File: config.mk
export PLATFORM = sky130hd
export DESIGN_NAME = fp_mul_arbiter
export DESIGN_NICKNAME = d
export VERILOG_FILES = /design/src/rtl/fp_mul_pkg.sv /design/src/rtl/fp_mul_tag_fifo.sv /design/src/rtl/fp_mul_arbiter.sv
export SDC_FILE = /design/constraint.sdc
export NUM_CORES = 1
export LEC_CHECK = 0
export BUFFER_PORTS_ARGS = -buffer_cell sky130_fd_sc_hd__buf_2
export CAP_MARGIN = 20
export CORE_AREA = 4 4 163 165
export DETAILED_ROUTE_END_ITERATION = 10
export DIE_AREA = 0 0 167 169
export HOLD_SLACK_MARGIN = 0.08
export PLACE_DENSITY = 0.61
export SYNTH_ARGS = -nofsm -noshare
export SYNTH_HDL_FRONTEND = slang
export SYNTH_SLANG_ARGS = --single-unit
File: constraint.sdc
create_clock -name clk -period 5.5 [get_ports clk]
set_input_delay 0.825 -clock clk [delete_from_list [all_inputs] [get_ports clk]]
set_output_delay 0.825 -clock clk [all_outputs]
set_load 0.005 [all_outputs]
File: src/rtl/fp_mul_pkg.sv
// Shared definitions for the floating-point multiplier arbiter.
//   FP_W / FLAGS_W   : multiplier data and flag widths
//   MODE_HALF/SINGLE : encodings of the mode bit sent to the multiplier
//   mul_req_t        : one requester's operands and mode
//   rr_next()        : round-robin pick over up to MAX_REQ request bits
package fp_mul_pkg;

    localparam int unsigned FP_W    = 32;
    localparam int unsigned FLAGS_W = 5;

    localparam logic MODE_HALF   = 1'b0;
    localparam logic MODE_SINGLE = 1'b1;

    // rr_next works on a fixed-width vector; narrower request sets are zero-padded.
    localparam int unsigned MAX_REQ = 8;
    localparam int unsigned RR_W    = 3;

    typedef struct packed {
        logic [FP_W-1:0] op_a;
        logic [FP_W-1:0] op_b;
        logic            mode_fp;
    } mul_req_t;

    // Returns the first set bit of valid found scanning upward from last+1
    // (wrapping), with last itself as the lowest priority. Returns last when
    // nothing is valid. Padding bits above the real requester count are zero,
    // so a mod-MAX_REQ scan matches a mod-NUM_REQ scan.
    function automatic logic [RR_W-1:0] rr_next(input logic [MAX_REQ-1:0] valid,
                                                 input logic [RR_W-1:0]    last);
        logic [RR_W-1:0] idx;
        rr_next = last;
        // Scan from the farthest candidate down so the nearest one wins.
        for (int k = MAX_REQ; k >= 1; k--) begin
            idx = last + RR_W'(k);
            if (valid[idx]) begin
                rr_next = idx;
            end
        end
    endfunction

endpackage

File: src/rtl/fp_mul_tag_fifo.sv
// Tag FIFO holding the requester ID of every operation in flight in the
// multiplier, oldest at the head.
//   clk, rst_n   : clock, synchronous active-low reset
//   push, wdata  : enqueue a tag (ignored when full)
//   pop          : dequeue the head tag (ignored when empty)
//   rdata        : tag at the head (valid when !empty)
//   full, empty  : occupancy flags
//   count        : number of stored tags, 0..DEPTH
module fp_mul_tag_fifo #(
    parameter int unsigned WIDTH = 2,
    parameter int unsigned DEPTH = 8
) (
    input  logic                     clk,
    input  logic                     rst_n,
    input  logic                     push,
    input  logic [WIDTH-1:0]         wdata,
    input  logic                     pop,
    output logic [WIDTH-1:0]         rdata,
    output logic                     full,
    output logic                     empty,
    output logic [$clog2(DEPTH):0]   count
);

    localparam int unsigned PTR_W = $clog2(DEPTH);
    localparam int unsigned CNT_W = PTR_W + 1;

    logic [WIDTH-1:0] mem_q [DEPTH];
    logic [WIDTH-1:0] mem_d [DEPTH];
    logic [PTR_W-1:0] wr_ptr_q, wr_ptr_d;
    logic [PTR_W-1:0] rd_ptr_q, rd_ptr_d;
    logic [CNT_W-1:0] count_q, count_d;
    logic             push_ok;
    logic             pop_ok;

    assign full  = (count_q == CNT_W'(DEPTH));
    assign empty = (count_q == '0);
    assign count = count_q;
    assign rdata = mem_q[rd_ptr_q];

    assign push_ok = push && !full;
    assign pop_ok  = pop && !empty;

    // DEPTH is a power of two, so the pointers wrap on their own.
    always_comb begin
        mem_d    = mem_q;
        wr_ptr_d = wr_ptr_q;
        rd_ptr_d = rd_ptr_q;
        count_d  = count_q;
        if (push_ok) begin
            mem_d[wr_ptr_q] = wdata;
            wr_ptr_d        = wr_ptr_q + 1'b1;
        end
        if (pop_ok) begin
            rd_ptr_d = rd_ptr_q + 1'b1;
        end
        if (push_ok && !pop_ok) begin
            count_d = count_q + 1'b1;
        end else if (pop_ok && !push_ok) begin
            count_d = count_q - 1'b1;
        end
    end

    always_ff @(posedge clk) begin
        if (!rst_n) begin
            mem_q    <= '{default: '0};
            wr_ptr_q <= '0;
            rd_ptr_q <= '0;
            count_q  <= '0;
        end else begin
            mem_q    <= mem_d;
            wr_ptr_q <= wr_ptr_d;
            rd_ptr_q <= rd_ptr_d;
            count_q  <= count_d;
        end
    end

endmodule

File: src/rtl/fp_mul_arbiter.sv
// Shares one in-order pipelined fp multiplier between NUM_REQ requesters.
// A round-robin grant issues one request per cycle; a tag FIFO remembers who
// issued each operation so returning results are steered back in order.
//   clk, rst_n            : clock, synchronous active-low reset (shared with multiplier)
//   req_valid/req_ready   : per-requester issue handshake
//   req_op_a/b, req_mode_fp : per-requester operands (32 bits each) and mode
//   mul_op_a/b, mul_mode_fp, mul_start, mul_ready : issue side of the multiplier
//   mul_valid, mul_result, mul_flags, mul_ready_in : return side of the multiplier
//   rsp_valid/rsp_ready   : per-requester response handshake (rsp_valid one-hot)
//   rsp_result, rsp_flags : shared response data
//   inflight              : tag FIFO occupancy
//   err                   : sticky, set by a result arriving with nothing in flight
module fp_mul_arbiter
    import fp_mul_pkg::*;
#(
    parameter int unsigned NUM_REQ = 4,
    parameter int unsigned DEPTH   = 8
) (
    input  logic                    clk,
    input  logic                    rst_n,
    input  logic [NUM_REQ-1:0]      req_valid,
    output logic [NUM_REQ-1:0]      req_ready,
    input  logic [FP_W*NUM_REQ-1:0] req_op_a,
    input  logic [FP_W*NUM_REQ-1:0] req_op_b,
    input  logic [NUM_REQ-1:0]      req_mode_fp,
    output logic [FP_W-1:0]         mul_op_a,
    output logic [FP_W-1:0]         mul_op_b,
    output logic                    mul_mode_fp,
    output logic                    mul_start,
    input  logic                    mul_ready,
    input  logic                    mul_valid,
    input  logic [FP_W-1:0]         mul_result,
    input  logic [FLAGS_W-1:0]      mul_flags,
    output logic                    mul_ready_in,
    output logic [NUM_REQ-1:0]      rsp_valid,
    input  logic [NUM_REQ-1:0]      rsp_ready,
    output logic [FP_W-1:0]         rsp_result,
    output logic [FLAGS_W-1:0]      rsp_flags,
    output logic [$clog2(DEPTH):0]  inflight,
    output logic                    err
);

    localparam int unsigned ID_W = $clog2(NUM_REQ);

    logic [RR_W-1:0]    last_grant_q, last_grant_d;
    logic               err_q, err_d;
    logic [RR_W-1:0]    grant_idx;
    logic               any_valid;
    logic               issue;
    logic               pop;
    logic               fifo_full;
    logic               fifo_empty;
    logic [ID_W-1:0]    head_id;
    logic               head_ready;
    mul_req_t           grant_req;

    // ---------------------------------------------------------------- grant
    assign any_valid = |req_valid;
    assign grant_idx = rr_next(MAX_REQ'(req_valid), last_grant_q);

    always_comb begin
        grant_req = '0;
        req_ready = '0;
        for (int unsigned i = 0; i < NUM_REQ; i++) begin
            if (grant_idx == RR_W'(i)) begin
                grant_req.op_a    = req_op_a[FP_W*i +: FP_W];
                grant_req.op_b    = req_op_b[FP_W*i +: FP_W];
                grant_req.mode_fp = req_mode_fp[i];
                // grant_idx points at last_grant when nothing is valid.
                req_ready[i]      = any_valid && mul_ready && !fifo_full;
            end
        end
    end

    // ---------------------------------------------------------------- issue
    // A full FIFO blocks issue even if a pop frees a slot this cycle.
    assign mul_start   = any_valid && !fifo_full;
    assign mul_op_a    = grant_req.op_a;
    assign mul_op_b    = grant_req.op_b;
    assign mul_mode_fp = grant_req.mode_fp;
    assign issue       = mul_start && mul_ready;

    always_comb begin
        last_grant_d = last_grant_q;
        if (issue) begin
            last_grant_d = grant_idx;
        end
    end

    // --------------------------------------------------------------- return
    always_comb begin
        rsp_valid  = '0;
        head_ready = 1'b0;
        for (int unsigned i = 0; i < NUM_REQ; i++) begin
            if (head_id == ID_W'(i)) begin
                rsp_valid[i] = mul_valid && !fifo_empty;
                head_ready   = rsp_ready[i];
            end
        end
    end

    // The head requester's ready gates every return (head-of-line blocking).
    assign mul_ready_in = !fifo_empty && head_ready;
    assign pop          = mul_valid && mul_ready_in;
    assign rsp_result   = mul_result;
    assign rsp_flags    = mul_flags;

    // A result with no tag to match it is a multiplier protocol violation.
    always_comb begin
        err_d = err_q;
        if (mul_valid && fifo_empty) begin
            err_d = 1'b1;
        end
    end

    assign err = err_q;

    always_ff @(posedge clk) begin
        if (!rst_n) begin
            last_grant_q <= RR_W'(NUM_REQ - 1);
            err_q        <= 1'b0;
        end else begin
            last_grant_q <= last_grant_d;
            err_q        <= err_d;
        end
    end

    fp_mul_tag_fifo #(
        .WIDTH (ID_W),
        .DEPTH (DEPTH)
    ) u_tag_fifo (
        .clk   (clk),
        .rst_n (rst_n),
        .push  (issue),
        .wdata (ID_W'(grant_idx)),
        .pop   (pop),
        .rdata (head_id),
        .full  (fifo_full),
        .empty (fifo_empty),
        .count (inflight)
    );

endmodule

==> metrics.md <==
| Metric | Value |
|---|---|
| Power density cells | 935 nW/um^2 |
| Clk slew on worst S/H paths | 50 ps |
| First-pass detailed-route iteration total | 5 |
| # hold bufs at CTS | 0 |
| Detailed Place HPWL | between 20000 and 25000 um |
| Die height | about 170 um |
| Clk sinks | 30 |
| Startpoint types | flip-flop |
| Worst slack, placed | 667 ps |
| Layout cells sized above 1 | 0.465 |
| Tcrit/Tclk final | 0.913 |
| Ys Warns | 0 |
| Post-layout worst setup margin | ~480 ps |
| Die X | between 150 and 200 um |
| Root Buffer | clkbuf_16 |
| Most frequent cells in the layout | buf_2 (351), nand2_1 (85), mux2i_1 (85) |
| Fin. max-slew vios | 0 |
| First-pass GRT wire length | 41300 um |
| Largest net degree at the start of global routing | 69 |
| Number of global-route vias before repair | 7378 |
| Launching point of the worst reg2reg path | u_tag_fifo.rd_ptr_q[0] |
| Class of the worst hold path | reg2reg |
| IO Pins | 426 |
| Initial DRC Count | 477 |
| Status | complete, no violations |
| R2R cell count | 13 |
| CP startpoint | last_grant_q[1] |
| Routed via count | 7458 |
| Global Route Usage Sum | 0.176 |
| Utilization after layout | 0.353 |
| GRT met3 Usage | 0.0266 |
| WP data required | approximately 4700 ps |
| Initial core utilization | 0.278 |
| Final worst path period need | between 5000 and 6000 ps |
| Worst slew pin tran | around 1000 ps |
| H-tree levels | 2 |
| Critical Path AT | 4200 ps |
| Met1 Use GR | 0.229 |
| PortBufs | 351 |
| Most used DFF post-synth | dfxtp_1 |
| Syn Area/Cell | 8.64 sq um |
| Worst slew margin | 0.319 |
| Synth unique cells | 61 |
| Num CTS Buffers | 5 |
| Synth top area share | 0.158 |
| Die ar. | 28200 sq um |
| Critical path endpoint category | primary output |
| Setup TNS | 0 ps |
| Grt total ovfl | 0 |
| Syn nets | roughly 1100 |
| CTS tree | yes |
| DR WL/cell | 19.3 um |
| Top Usage Layer GRT | met2 |
| RR Endpoint | u_tag_fifo.count[3] |
| Part of the Yosys area used for sequential elements | 0.0863 |
| EDFF count, synth | 0 |
| Area contributors post-synth | a2111oi_4 (16%), mux2i_1 (12%), dfxtp_1 (8.6%), a211oi_2 (7.2%), o211ai_1 (7.0%) |
| Max_cap viols | 0 |
| Max Fclk | approximately 0.20 GHz |
| Leak Pwr | 3.61 nW |
| Drt total wl | approximately 27000 um |
| DP Cell Count | roughly 1400 |
| Worst Skew | roughly 2.5 ps |
| Number of cell rows | 58 |
| Synth Instances | a little over 800 |
| Non-filler cells, final | 1390 |
| Initial antenna violation count | 2 |
| Final hold violations | 0 |
| Clock latency at the later pin of the worst-skew pair | 260 ps |
| Final GP Congestion | 0.853 |
| RSZ-0062 raised after global routing | no |
| Peak supply drop | 378 uV |
| Total power draw | slightly above 8 mW |
| Post-Syn Area | 6960 sq um |
| Core area | around 25000 sq um |
| CP Max Fanout | 24 |
| Routed Antenna Nets | 0 |
| #FFs+latches synth | 30 |
| Setup crit end | mul_op_a[31] |
| Post-CTS sizing | 0 |
| Kind of critical path | reg2out |
| Setup slack, reg-to-reg | approximately 1700 ps |
| Via/cell ratio | between 5 and 6 |
| DRC viols | 0 |
| Bufs on Longest Clock Path | 2 |
| Post-synth ARST share | 0 |
| Post-CTS setup buffers | 0 |
| Commonest non-fill, non-tap cell in the layout | buf_2 |
| Area grow syn2layout | 26.9% |
| M2 GR Usage | 0.311 |
| Area leader, netlist | a2111oi_4 |
| Final Net Count | 1376 |
| # setup viols final | 0 |
[sequential cells by signal, indices dropped and copies added, names as in the netlist]
name,cells
last_grant_q,3
u_tag_fifo.wr_ptr_q,3
err,1
u_tag_fifo.count,4
u_tag_fifo.rd_ptr_q,3
u_tag_fifo.mem_q,16
[Yosys cell counts (all sizes together), types with 3 or more instances]
cell type  count
buf           81
clkbuf        52
and2          10
mux2i         85
nand2b         3
a2111oi       64
a21oi         75
nand3          3
nor2b         17
a211oi        64
and3          67
o21ai          8
nor3           6
inv            7
mux4           9
nor2          17
mux2           4
ha             7
a21boi         4
nand2         86
dfxtp         30
xnor2          8
o211ai        65
[critical path, cell delays in order, from the launching register on]
cell and delay (ps):
dfxtp_1 630, inv_1 90, ha_1 420, mux4_2 590, a21bo_1 290, a21oi_2 220
o21ai_4 120, buf_4 240, and3_1 200, a2111oi_0 840, a211oi_1 100, buf_2 180
[routing by layer]
metal | vias to the layer above | share of wire
li1 | 3594 | -
met1 | 3517 | 0.43
met2 | 317 | 0.49
met3 | 30 | 0.064
met4 | 0 | 0.017
met5 | - | 0
[cells by family (layout without fill, tap and decap cells)]
kind of cell	count (synthesis)	count (layout)	share of synthesized area
compound gates	300	300	0.452
simple gates	219	219	0.161
buf+inv	142	395	0.116
mux	98	98	0.158
flops	30	30	0.0863
xor+xnor	9	9	0.0124
fa+ha+maj	8	8	0.0155
other cells	0	1	0
[power breakdown]
part | switching [mW] | internal [mW]
registers | 0.0683 | 0.259
logic | 4.27 | 3.42
clock network | 0.0810 | 0.164
[through the flow]
stage | hold slack, ps | instance area, sq um
floorplan | 449 | 6960
global placement | 470 | 8700
detailed placement | 480 | 8700
CTS | 487 | 8830
global route | 534 | 8830
finish | 484 | 8830
[layout make-up]
type,count,area [sq um]
Antenna cell,1,2.50
Clock buffer,7,133
Fill cell,2612,16200
Inverter,9,33.8
Multi-Input combinational cell,634,5610
Sequential cell,30,602
Tap cell,330,413
Timing Repair Buffer,379,2040
[worst min path at each step]
stage | depth (start not counted) | endpoint | start | slack (ps)
2_1_floorplan | 2 | u_tag_fifo.mem_q[0] | u_tag_fifo.mem_q[0] | 450
3_3_place_gp | 2 | u_tag_fifo.mem_q[1] | u_tag_fifo.mem_q[1] | 470
3_5_place_dp | 2 | u_tag_fifo.mem_q[0] | u_tag_fifo.mem_q[0] | 480
4_1_cts | 2 | u_tag_fifo.mem_q[0] | u_tag_fifo.mem_q[0] | 490
5_1_grt | 2 | u_tag_fifo.mem_q[1] | u_tag_fifo.mem_q[1] | 530
6_report | 2 | u_tag_fifo.mem_q[0] | u_tag_fifo.mem_q[0] | 480
No activity file was read; power rests on OpenSTA's default activity.
